$ cat config.mk
export PLATFORM = sky130hd
export DESIGN_NAME = discrete_audio_mixer
export DESIGN_NICKNAME = d
export VERILOG_FILES = /design/src/rtl/discrete_mixer_pkg.sv /design/src/rtl/audio_round_saturate.sv /design/src/rtl/discrete_audio_mixer.sv
export SDC_FILE = /design/constraint.sdc
export NUM_CORES = 2
export LEC_CHECK = 0
export ABC_CLOCK_PERIOD_IN_PS = 9100
export CAP_MARGIN = 0
export CORE_ASPECT_RATIO = 1.1
export CORE_MARGIN = 2
export CORE_UTILIZATION = 47
export DETAILED_ROUTE_END_ITERATION = 10
export GPL_ROUTABILITY_DRIVEN = 0
export PLACE_DENSITY_LB_ADDON = 0.12
export SKIP_CTS_REPAIR_TIMING = 1
export SYNTH_ARGS = -nofsm -noshare
export SYNTH_HDL_FRONTEND = slang
export SYNTH_SLANG_ARGS = --single-unit
$ cat constraint.sdc
create_clock -name clk -period 9.1 [get_ports clk]
set_input_delay 2.73 -clock clk [delete_from_list [all_inputs] [get_ports clk]]
set_output_delay 2.73 -clock clk [all_outputs]
set_load 0.01 [all_outputs]
$ cat src/rtl/discrete_mixer_pkg.sv
// Shared types and constants for the discrete audio mixer.
// Optional clip counter is enabled with DISCRETE_MIXER_CLIP_COUNT_EN.
package discrete_mixer_pkg;

    localparam int DEF_GAIN_FRAC_BITS = 14;

    localparam logic signed [15:0] GAIN_UNITY = 16'sh4000;

    localparam int SAMPLE_MAX = 32767;
    localparam int SAMPLE_MIN = -32768;

    typedef enum logic [1:0] {
        IDLE,
        ACCUM,
        OUTPUT
    } mixer_state_t;

endpackage

$ cat src/rtl/audio_round_saturate.sv
// Rounds a fixed-point accumulator (half toward +inf) and clamps
// it to a signed 16-bit sample, flagging when clamping occurred.
module audio_round_saturate
    import discrete_mixer_pkg::*;
#(
    parameter int ACC_WIDTH = 34,
    parameter int FRAC_BITS = 14
) (
    input  logic signed [ACC_WIDTH-1:0] acc,
    output logic signed [15:0]          sample,
    output logic                        clipped
);

    localparam int RW = ACC_WIDTH + 1;

    localparam logic signed [RW-1:0] HALF  = RW'(2 ** (FRAC_BITS - 1));
    localparam logic signed [RW-1:0] S_MAX = RW'(SAMPLE_MAX);
    localparam logic signed [RW-1:0] S_MIN = RW'(SAMPLE_MIN);

    logic signed [RW-1:0] biased;
    logic signed [RW-1:0] rounded;

    // One guard bit keeps the rounding bias from wrapping.
    always_comb begin
        biased  = {acc[ACC_WIDTH-1], acc} + HALF;
        rounded = biased >>> FRAC_BITS;
        clipped = 1'b1;
        if (rounded > S_MAX) begin
            sample = 16'sh7FFF;
        end else if (rounded < S_MIN) begin
            sample = 16'sh8000;
        end else begin
            sample  = rounded[15:0];
            clipped = 1'b0;
        end
    end

endmodule

$ cat src/rtl/discrete_audio_mixer.sv
// Time-multiplexed weighted mixer for the per-voice filter outputs.
// Define DISCRETE_MIXER_CLIP_COUNT_EN to add the clip counter ports.
module discrete_audio_mixer
    import discrete_mixer_pkg::*;
#(
    parameter int NUM_CHANNELS   = 4,
    parameter int GAIN_FRAC_BITS = DEF_GAIN_FRAC_BITS,
    parameter int ACC_WIDTH      = 32 + $clog2(NUM_CHANNELS)
) (
    input  logic                         clk,
    input  logic                         I_RSTn,
    input  logic                         audio_clk_en,
    input  logic [16*NUM_CHANNELS-1:0]   in_flat,
    input  logic [16*NUM_CHANNELS-1:0]   gain_flat,
`ifdef DISCRETE_MIXER_CLIP_COUNT_EN
    input  logic                         clip_clear,
    output logic [15:0]                  clip_count,
`endif
    output logic signed [15:0]           out,
    output logic                         out_valid,
    output logic                         busy,
    output logic                         overrun
);

    localparam int IW = $clog2(NUM_CHANNELS + 1);
    localparam logic [IW-1:0] LAST = IW'(NUM_CHANNELS);

    mixer_state_t state;
    mixer_state_t state_nxt;

    logic signed [15:0] snap_in   [NUM_CHANNELS];
    logic signed [15:0] snap_gain [NUM_CHANNELS];

    logic [IW-1:0]              idx;
    logic signed [31:0]         prod;
    logic signed [31:0]         prod_r;
    logic signed [ACC_WIDTH-1:0] acc;
    logic signed [15:0]         sat;
    logic                       clipped;

    always_comb begin
        state_nxt = state;
        unique case (state)
            IDLE:    if (audio_clk_en) state_nxt = ACCUM;
            ACCUM:   if (idx == LAST) state_nxt = OUTPUT;
            OUTPUT:  state_nxt = IDLE;
            default: state_nxt = IDLE;
        endcase
    end

    always_comb begin
        prod = '0;
        for (int k = 0; k < NUM_CHANNELS; k++) begin
            if (idx == IW'(k)) prod = snap_in[k] * snap_gain[k];
        end
    end

    always_ff @(posedge clk) begin
        if (state == IDLE && audio_clk_en) begin
            for (int k = 0; k < NUM_CHANNELS; k++) begin
                snap_in[k]   <= in_flat[16*k +: 16];
                snap_gain[k] <= gain_flat[16*k +: 16];
            end
        end
    end

    // Products are registered one clk ahead of the add; the extra
    // ACCUM cycle at idx == LAST drains the last product.
    always_ff @(posedge clk) begin
        if (!I_RSTn) begin
            state     <= IDLE;
            out       <= '0;
            out_valid <= 1'b0;
            busy      <= 1'b0;
            overrun   <= 1'b0;
            acc       <= '0;
            idx       <= '0;
            prod_r    <= '0;
        end else begin
            state     <= state_nxt;
            out_valid <= 1'b0;
            if (audio_clk_en && state != IDLE) overrun <= 1'b1;
            unique case (state)
                IDLE: begin
                    if (audio_clk_en) begin
                        acc    <= '0;
                        idx    <= '0;
                        prod_r <= '0;
                        busy   <= 1'b1;
                    end
                end
                ACCUM: begin
                    acc    <= acc + ACC_WIDTH'(prod_r);
                    prod_r <= prod;
                    idx    <= idx + 1'b1;
                end
                OUTPUT: begin
                    out       <= sat;
                    out_valid <= 1'b1;
                    busy      <= 1'b0;
                end
                default: ;
            endcase
        end
    end

    audio_round_saturate #(
        .ACC_WIDTH (ACC_WIDTH),
        .FRAC_BITS (GAIN_FRAC_BITS)
    ) u_round_sat (
        .acc     (acc),
        .sample  (sat),
        .clipped (clipped)
    );

`ifdef DISCRETE_MIXER_CLIP_COUNT_EN
    always_ff @(posedge clk) begin
        if (!I_RSTn) begin
            clip_count <= '0;
        end else if (clip_clear) begin
            clip_count <= '0;
        end else if (state == OUTPUT && clipped && clip_count != 16'hFFFF) begin
            clip_count <= clip_count + 16'd1;
        end
    end
`else
    logic unused_clipped;
    assign unused_clipped = clipped;
`endif

endmodule

==> results.sh <==
export IMPL_grt_max_degree=77
export IMPL_async_flop_share_pct=0
export IMPL_hp_class="reg2reg"
export IMPL_r2r_start="snap_gain[0][1]$_DFFE_PP_"
export IMPL_syn_nets=6774
export IMPL_ys_types=90
export IMPL_fmax_mhz=133
export IMPL_core_area_mm2=0.104
export IMPL_finalMaxSlewViolations=0
export IMPL_fillers=9911
export IMPL_routedWlPerCell_um=18.9
export IMPL_arrival_ns=8.03
export IMPL_cts_sinks=218
export IMPL_antenna_found_initial=0
export IMPL_grt_total_usage_pct=24.7
export IMPL_critPathSlowestCell="fa_1"
export IMPL_cpPeakStageDelay_ns=0.90
export IMPL_layout_drive_gt1_share_pct=1.63
export IMPL_pin_count=150
export IMPL_setup_worst_path_class="reg2reg"
export IMPL_min_from="prod_r[11]$_SDFFE_PN0P_"
export IMPL_hold_viol=0
export IMPL_outcome="finished, final reports clean"
export IMPL_cap_violations=0
export IMPL_finalSetupViolCount=0
export IMPL_dp_hpwl_um=102000
export IMPL_ys_seq_area_share_pct=11.5
export IMPL_max_slew_margin_rel_pct=31.0
export IMPL_rr_worst_depth=21
export IMPL_syn_area_mm2=0.0490
export IMPL_antenna_left=0
export IMPL_cts_max_level=1
export IMPL_die_width_um=312
export IMPL_clk_path_buf_depth=3
export IMPL_cts_tree="yes"
export IMPL_vias_per_cell=5.22
export IMPL_cts_root_buf="clkbuf_16"
export IMPL_io_buffers=149
export IMPL_yosys_warnings=0
export IMPL_ys_flop_type="edfxtp_1"
export IMPL_hold_path_end="prod_r[11]$_SDFFE_PN0P_"
export IMPL_area_growth_synth_to_final_pct=7.40
export IMPL_initial_core_util_pct=47.3
export IMPL_rsz0062_at_grt="false"
export IMPL_cp_required_ns=9.61
export IMPL_row_count=124
export IMPL_fin_crit_ns=7.52
export IMPL_instances_no_fill=6658
export IMPL_drtIter0Drc=1910
export IMPL_post_route_util_pct=50.8
export IMPL_synth_edf_count=128
export IMPL_drc=0
export IMPL_cp_startpoint="snap_gain[0][1]$_DFFE_PP_"
export IMPL_cts_made_buffers=30
export IMPL_ys_ff_latch=218
export IMPL_grt_pass1_vias=37600
export IMPL_worstMarginPinSlew_ns=1.04
export IMPL_rrSetupSlack_ns=1.58
export IMPL_fin_tns_setup_ns=0
export IMPL_n_antenna_cell=0
export IMPL_place_inst=6602
export IMPL_grt_overflow=0
export IMPL_first_pass_iters=6
export IMPL_clk_latency_ns=0.68
export IMPL_r2r_end="prod_r[29]$_SDFFE_PN0P_"
export IMPL_worst_setup_path_start_kind="flip-flop"
export IMPL_finClkSkew_ns=0.0410
export IMPL_worstPathMaxFanout=16
export IMPL_via_count=34800
export IMPL_synth_area_per_cell_um2=9.38
export IMPL_grt_pass1_wl_um=209000
export IMPL_drt_total_wl_um=126000
export IMPL_cts_clk_slew_worst_paths_ns=0.06
export IMPL_fp_dieH_um=343
export IMPL_worstHoldPathCells=2
export IMPL_final_nets=6795
export IMPL_critical_path_endpoint_type="flip-flop"
export IMPL_die_area_mm2=0.107
export IMPL_period_share_pct=82.6
export IMPL_critical_path_cell_chain="nand2_1 -> inv_1 -> fa_1 -> fa_1 -> fa_1 -> fa_1 -> fa_1 -> inv_1 -> fa_1 -> inv_1 -> ha_1 -> a21oi_1 -> o21ai_0 -> a221oi_1 -> o21ai_1 -> nor2_1 -> a21oi_1 -> xnor2_1 -> o21ai_0 -> a221oi_1 -> a21oi_1"
export IMPL_cp_common_cell="fa_1"
export IMPL_synth_cells=5227
export IMPL_whs_ns=0.467
==> cells in the mapped netlist, drive strengths merged (18+ instances only) <==
| cell | number | area share, % |
|---|---|---|
| a21o | 58 | 0.89 |
| nand3 | 55 | 0.56 |
| o31ai | 20 | 0.31 |
| fa | 1049 | 43 |
| o21ai | 140 | 1.4 |
| nand2 | 645 | 4.9 |
| and2 | 437 | 5.6 |
| o21a | 26 | 0.40 |
| nor2b | 34 | 0.43 |
| xnor2 | 110 | 2.0 |
| dfxtp | 90 | 3.7 |
| ha | 367 | 9.4 |
| xor2 | 56 | 1.0 |
| nor3 | 32 | 0.33 |
| a21oi | 133 | 1.4 |
| clkbuf | 166 | 1.3 |
| nor2 | 113 | 0.87 |
| a22oi | 23 | 0.35 |
| a211oi | 30 | 0.46 |
| edfxtp | 128 | 7.8 |
| a21boi | 18 | 0.28 |
| and3 | 27 | 0.34 |
| nand2b | 51 | 0.65 |
| inv | 1210 | 9.3 |
| a221oi | 18 | 0.32 |
==> final cells by class <==
| cell class | count | area (um2) | share of cell area (%) |
|---|---|---|---|
| flip-flops and latches | 218 | 5650 | 10.7 |
| well taps | 1386 | 1730 | 3.29 |
| repair buffers | 162 | 1580 | 3.01 |
| inverters | 1212 | 4550 | 8.65 |
| clock inverters | 11 | 85.1 | 0.162 |
| clock buffers | 45 | 892 | 1.69 |
| multi-input cells | 3624 | 38200 | 72.5 |
==> logic make-up after synthesis <==
kind of cell	share of synthesized area (%)
xor+xnor	2.97
flops	11.5
fa+ha+maj	52.2
compound gates	7.98
mux	0.184
buf+inv	10.7
simple gates	14.5
==> metrics by stage <==
| stage | instance area (um2) | setup WS [ns] |
|---|---|---|
| after floorplan | 49000 | 2.79 |
| after global placement | 51700 | 1.61 |
| after detailed placement | 51700 | 1.72 |
| after CTS | 52700 | 1.68 |
| after global routing | 52700 | 1.14 |
| final | 52700 | 1.58 |
==> registers in the layout, summed over array words and instances (netlist names) <==
| signal | count |
|---|---|
| state | 2 |
| busy | 1 |
| snap_in | 64 |
| prod_r | 32 |
| out_valid | 1 |
| overrun | 1 |
| out | 16 |
| snap_gain | 64 |
| idx | 3 |
| acc | 34 |
==> worst max path at each step <==
stage                     slack (ns)  cells after the start                 endpoint
after floorplan                 2.79                     23  prod_r[28]$_SDFFE_PN0P_
after global placement          1.61                     21  prod_r[29]$_SDFFE_PN0P_
after detailed placement        1.72                     21  prod_r[29]$_SDFFE_PN0P_
after CTS                       1.68                     21  prod_r[29]$_SDFFE_PN0P_
final                           1.58                     21  prod_r[29]$_SDFFE_PN0P_
after global routing            1.14                     21  prod_r[29]$_SDFFE_PN0P_
==> critical path: cells and delay by family, from the launching register on <==
kind | cells | cell delay, ns
AO/OA/AOI/OAI | 8 | 1.96
XOR/XNOR | 1 | 0.22
adder cells (fa/ha/maj) | 7 | 3.80
buffers and inverters | 3 | 0.25
flip-flops | 1 | 0.75
AND/OR/NAND/NOR | 2 | 0.40
==> per-layer routing <==
| metal | wire length (um) | share of wire, % | track usage (%) |
|---|---|---|---|
| met1 | 56200 | 45 | 34.5 |
| met5 | 0 | 0 | 0 |
| met3 | 6130 | 4.9 | 2.59 |
| met4 | 3570 | 2.8 | 6.70 |
| met2 | 59800 | 48 | 41.1 |
==> cell usage in the layout, fill, tap and decap left out, types with 10 or more instances in the layout <==
| master | netlist | routed |
|---|---|---|
| nand3_1 | 55 | 55 |
| o21bai_1 | 14 | 14 |
| xnor2_1 | 110 | 110 |
| clkbuf_16 | 0 | 34 |
| fa_1 | 1049 | 1049 |
| o21a_1 | 25 | 25 |
| a21o_1 | 58 | 58 |
| nand2b_1 | 51 | 51 |
| a221oi_1 | 18 | 18 |
| o31ai_1 | 20 | 20 |
| a21oi_1 | 132 | 132 |
| nand2_1 | 645 | 645 |
| o21ai_1 | 44 | 44 |
| xor2_1 | 56 | 56 |
| a21boi_0 | 12 | 12 |
| clkdlybuf4s50_1 | 0 | 148 |
| edfxtp_1 | 128 | 128 |
| buf_4 | 0 | 13 |
| and2_1 | 434 | 434 |
| nor2_1 | 112 | 112 |
| nor3_1 | 32 | 32 |
| clkbuf_1 | 165 | 11 |
| inv_1 | 1210 | 1209 |
| nor2b_1 | 34 | 32 |
| o21ai_0 | 96 | 96 |
| or3_1 | 11 | 11 |
| a211oi_1 | 30 | 30 |
| and3_1 | 27 | 27 |
| ha_1 | 367 | 367 |
| a31oi_1 | 14 | 14 |
| o211ai_1 | 10 | 10 |
| dfxtp_1 | 90 | 90 |
| a22oi_1 | 23 | 23 |
Power is left out: the tool's default activity adds up to more than one toggle a clock period on the data nets, which glitch-free logic cannot reach.
